`src/rtl/down_timer.sv`:
```
// down_timer: loadable down-counting timer with one-shot/periodic terminal-count pulse
//   clock       rising-edge clock
//   resetn      asynchronous active-low reset
//   load_valid  load request, load_value valid while high
//   load_value  start/reload value
//   load_ready  load can be accepted this cycle (combinational)
//   enable      count enable, low holds the count
//   auto_reload 1 = periodic, 0 = one-shot, sampled at the terminal edge
//   abort       synchronous stop/clear
//   count_out   current count (registered)
//   busy        timer running
//   done        timer expired (one-shot or zero load)
//   tc_pulse    registered one-cycle terminal-count pulse
module down_timer #(
    parameter int WIDTH = 8
) (
    input  logic             clock,
    input  logic             resetn,
    input  logic             load_valid,
    input  logic [WIDTH-1:0] load_value,
    output logic             load_ready,
    input  logic             enable,
    input  logic             auto_reload,
    input  logic             abort,
    output logic [WIDTH-1:0] count_out,
    output logic             busy,
    output logic             done,
    output logic             tc_pulse
);
    typedef enum logic [1:0] {IDLE, RUN, DONE} state_t;
    state_t           state, state_n;
    logic [WIDTH-1:0] count_n, reload, reload_n;
    logic             tc_n, load_acc, terminal;
    assign load_ready = (state != RUN) && !abort;
    assign load_acc   = load_valid && load_ready;
    assign terminal   = (state == RUN) && enable && (count_out == WIDTH'(1));
    assign busy       = state == RUN;
    assign done       = state == DONE;
    always_ff @(posedge clock or negedge resetn) begin
        if (!resetn) begin
            state     <= IDLE;
            count_out <= '0;
            reload    <= '0;
            tc_pulse  <= 1'b0;
        end else begin
            state     <= state_n;
            count_out <= count_n;
            reload    <= reload_n;
            tc_pulse  <= tc_n;
        end
    end
    // Priority: abort, then load, then counting. RUN always holds a nonzero
    // count, so the decrement never goes below zero.
    always_comb begin
        state_n  = state;
        count_n  = count_out;
        reload_n = reload;
        tc_n     = 1'b0;
        if (abort) begin
            state_n = IDLE;
            count_n = '0;
        end else if (load_acc) begin
            reload_n = load_value;
            count_n  = load_value;
            state_n  = (load_value != '0) ? RUN : DONE;
            tc_n     = load_value == '0;
        end else if (terminal) begin
            tc_n    = 1'b1;
            count_n = auto_reload ? reload : '0;
            state_n = auto_reload ? RUN : DONE;
        end else if (state == RUN && enable) begin
            count_n = count_out - WIDTH'(1);
        end
    end
endmodule

```
`config.mk`:
```
export PLATFORM = sky130hd
export DESIGN_NAME = down_timer
export DESIGN_NICKNAME = d
export VERILOG_FILES = /design/src/rtl/down_timer.sv
export SDC_FILE = /design/constraint.sdc
export NUM_CORES = 1
export LEC_CHECK = 0
export CORE_MARGIN = 4
export CORE_UTILIZATION = 55
export CTS_BUF_LIST = sky130_fd_sc_hd__clkbuf_8
export DETAILED_ROUTE_END_ITERATION = 16
export GPL_ROUTABILITY_DRIVEN = 0
export MAX_ROUTING_LAYER = met4
export PLACE_DENSITY = 0.95
export SETUP_SLACK_MARGIN = 0.02
export SYNTH_ARGS = -nofsm -noshare
export SYNTH_HDL_FRONTEND = slang
export SYNTH_SLANG_ARGS = --single-unit
```
`constraint.sdc`:
```
create_clock -name clock -period 2.65 [get_ports clock]
set_clock_uncertainty 0.05 [all_clocks]
set_input_delay 0.53 -clock clock [delete_from_list [all_inputs] [get_ports clock]]
set_output_delay 0.53 -clock clock [all_outputs]
set_load 0.02 [all_outputs]
```
==> flow_summary.toml <==
[clock_tree]
root_buffer = "clkbuf_8"
insertion_delay_ns = 0.26
cts_made_buffers = 3
clk_pin_slew_ns = 0.07
cts.sinks = 19
htreeDepth = 1
cts_tree = "done"
clk_path_buf_depth = 2
cts_resized = 0
cts_setup_buffers = 0
cts_hold_buf = 0

[logic_synthesis]
avgSynthCellArea_um2 = 11.00
synth_top_area_share_pct = 38.58
yosysMostFrequentCell = "dfrtp_1"
synth_commonest_cells = "19 x dfrtp_1, 8 x mux2_2, 8 x nand2_1"
synthCells = 112
ys_seq_area_share_pct = 38.58
synth_edf_count = 0
syn_nets = 128
ys_ff_latch = 19
synth_cell_type_count = 42
synth_area_um2 = 1232
synth-main-ff-cell = "dfrtp_1"
synth_top_cell_by_area = "dfrtp_1"
synth_warnings = 0
synth_area_leaders = "dfrtp_1 39%, mux2_2 7.3%, mux2_4 6.1%"
async_flop_share_pct = 100.0

[run]
cap_violations = 0

[worst_setup_path]
critical-path-max-stage-delay_ns = 0.60
critPathRequiredTime_ns = 2.07
worst_setup_path_end_kind = "output pin"
r2r_cells = 6
crit_arrival_ns = 1.71
r2r-end = "count_out[1]"
r2r_slack_ns = 0.67
path_class = "reg2out"
cp_max_fo = 5
critPathSlowestCell = "clkdlybuf4s50_1"
crit_chain = "nand2b_1 > inv_1 > nor2_1 > clkdlybuf4s50_1"
rr_startpoint = "count_out[1]"
cp-start-kind = "flip-flop"

[timing]
rsz0062_at_grt = "false"
fin_crit_sh_pct = 86.44
setup_tns_ns = 0
worst_pin_slew_ns = 0.8613
fmax_mhz = 436.6
maxSlewHeadroom_pct = 42.40
drv_slew = 0
hold_viol_final = 0
setup_slack_ns = 0.3594
layout_min_cycle_time_ns = 2.291
setup_viol = 0

[route]
routed_wl_mm = 3.242
via_per_inst = 6.582
first_iter_violations = 59
drc = 0
num_vias = 1086
antenna_left = 0
firstDrtPassIters = 4
avgRoutedWirePerCell_um = 19.65

[power]
internal_power_mw = 0.5782
p_switching_mw = 0.2823
p_per_area_nw_per_um2 = 564.2
p_sw_share_pct = 32.81
pwr-share-clk_pct = 23.3
power_frac_comb_pct = 33.4
leakage_nw = 0.6109
ir_drop_mv = 0.5722
pwr-share-seq_pct = 43.3

[worst_hold_path]
hold_path_class = "reg2reg"
hold_path_end = "reload[2]"
hold_start = "reload[2]"
hold_depth = 1

[final_layout]
multi_input_area_um2 = 686.9
diodes = 0
seq_area_um2 = 475.5
final_area_um2 = 1525
layout-drive-gt1-share_pct = 21.01
fillCellCount = 135
nets = 155
area_delta_synth_final_pct = 23.76

[place]
place_ws_ns = 0.3924
dp_hpwl_mm = 2.193
placed_area_um2 = 1480
io_buffer_count = 25

[global_route]
grt_pass1_wl_mm = 5.333
grt-ovfl-total = 0
grt_pass1_vias = 1037
grt_max_degree = 20
gr-usage-all-layers_pct = 22.63
antenna_found_initial = 0

[run_status]
status = "finished, final reports clean"

[floorplanning]
die_w_um = 55.34
pin_count = 26
die_h_um = 55.34
start_util_pct = 60.36
rows = 16
coreArea_um2 = 2042
die-area_um2 = 3062
[worst max-delay path: cells and delay by family (launching register included)]
family        cells  cell delay [ns]
buf+inv           2             0.72
flops             1             0.45
simple gates      2             0.28
[power groups by stage]
stage          registers [mW]  logic, mW  clock network (mW)
2_1_floorplan           0.382      0.176                   0
3_3_place_gp            0.374      0.270                   0
5_1_grt                 0.379      0.303               0.220
6_report                0.373      0.288               0.200
3_5_place_dp            0.377      0.279                   0
4_1_cts                 0.372      0.284               0.199
[logic make-up (layout without fill, tap and decap cells)]
kind of cell	after synthesis	count (layout)	share of synthesized area, %
DFF	19	19	38.58
buffers and inverters	10	36	5.686
adders and majority gates	2	2	2.030
and+or+nand+nor	34	34	18.07
AOI/OAI and AO/OA	31	31	20.10
xor gates and xnor gates	3	3	2.132
muxes	13	13	13.40
[how the worst max path moves through the flow]
stage | endpoint | slack, ns | from
floorplan | count_out[0] | 0.83 | count_out[1]
finish | load_ready | 0.36 | state[0]
detailed placement | load_ready | 0.39 | abort
CTS | load_ready | 0.40 | abort
global route | load_ready | 0.30 | state[1]
global placement | load_ready | 0.40 | abort
[flip-flops by register name, summed over array words and instances (netlist names)]
name	count
tc_pulse	1
reload	8
state	2
count_out	8
[area by class of cell]
cell class                      count  share of cell area, %
Multi-Input combinational cell     83                  45.04
Tap cell                           27                  2.215
Timing Repair Buffer               27                  17.39
Clock buffer                        3                  2.707
Inverter                            5                  1.231
Sequential cell                    19                  31.17
Clock inverter                      1                 0.2461
[layout by cell type (no fill, tap or decap), types with 2 or more instances in the layout]
cell type        Yosys  final
a211oi_2             5      5
a21oi_1              3      3
a32oi_1              2      2
buf_4                0      2
clkbuf_8             3      3
clkdlybuf4s50_1      0     25
dfrtp_1             19     19
ha_1                 2      2
inv_1                5      6
mux2_2               8      8
mux2_4               5      5
nand2_1              8      8
nand2b_1             2      2
nand3_1              2      2
nor2_1               5      5
nor3_1               3      3
nor4_1               3      3
o21ai_1              2      2
o22ai_1              7      7
xnor2_1              3      3
[metal layers]
layer | GRT usage, % | routed length (um) | part of all wire, % | vias up
met4 | 11.11 | 92 | 2.8 | 0
met1 | 28.05 | 1304 | 40 | 521
li1 | - | - | - | 481
met3 | 3.963 | 285 | 8.8 | 13
met5 | - | 0 | 0 | -
met2 | 35.47 | 1560 | 48 | 71
[stage by stage]
step	hold slack, ns	utilization [%]	total power, mW	cells
final	0.4617	74.69	0.8606	165
after global routing	0.4905	74.69	0.9010	165
after CTS	0.4617	74.69	0.8548	165
after detailed placement	0.4462	72.49	0.6558	161
after global placement	0.4411	72.49	0.6438	161
after floorplan	0.1844	-	0.5579	112
(Power assumes the default switching activity.)
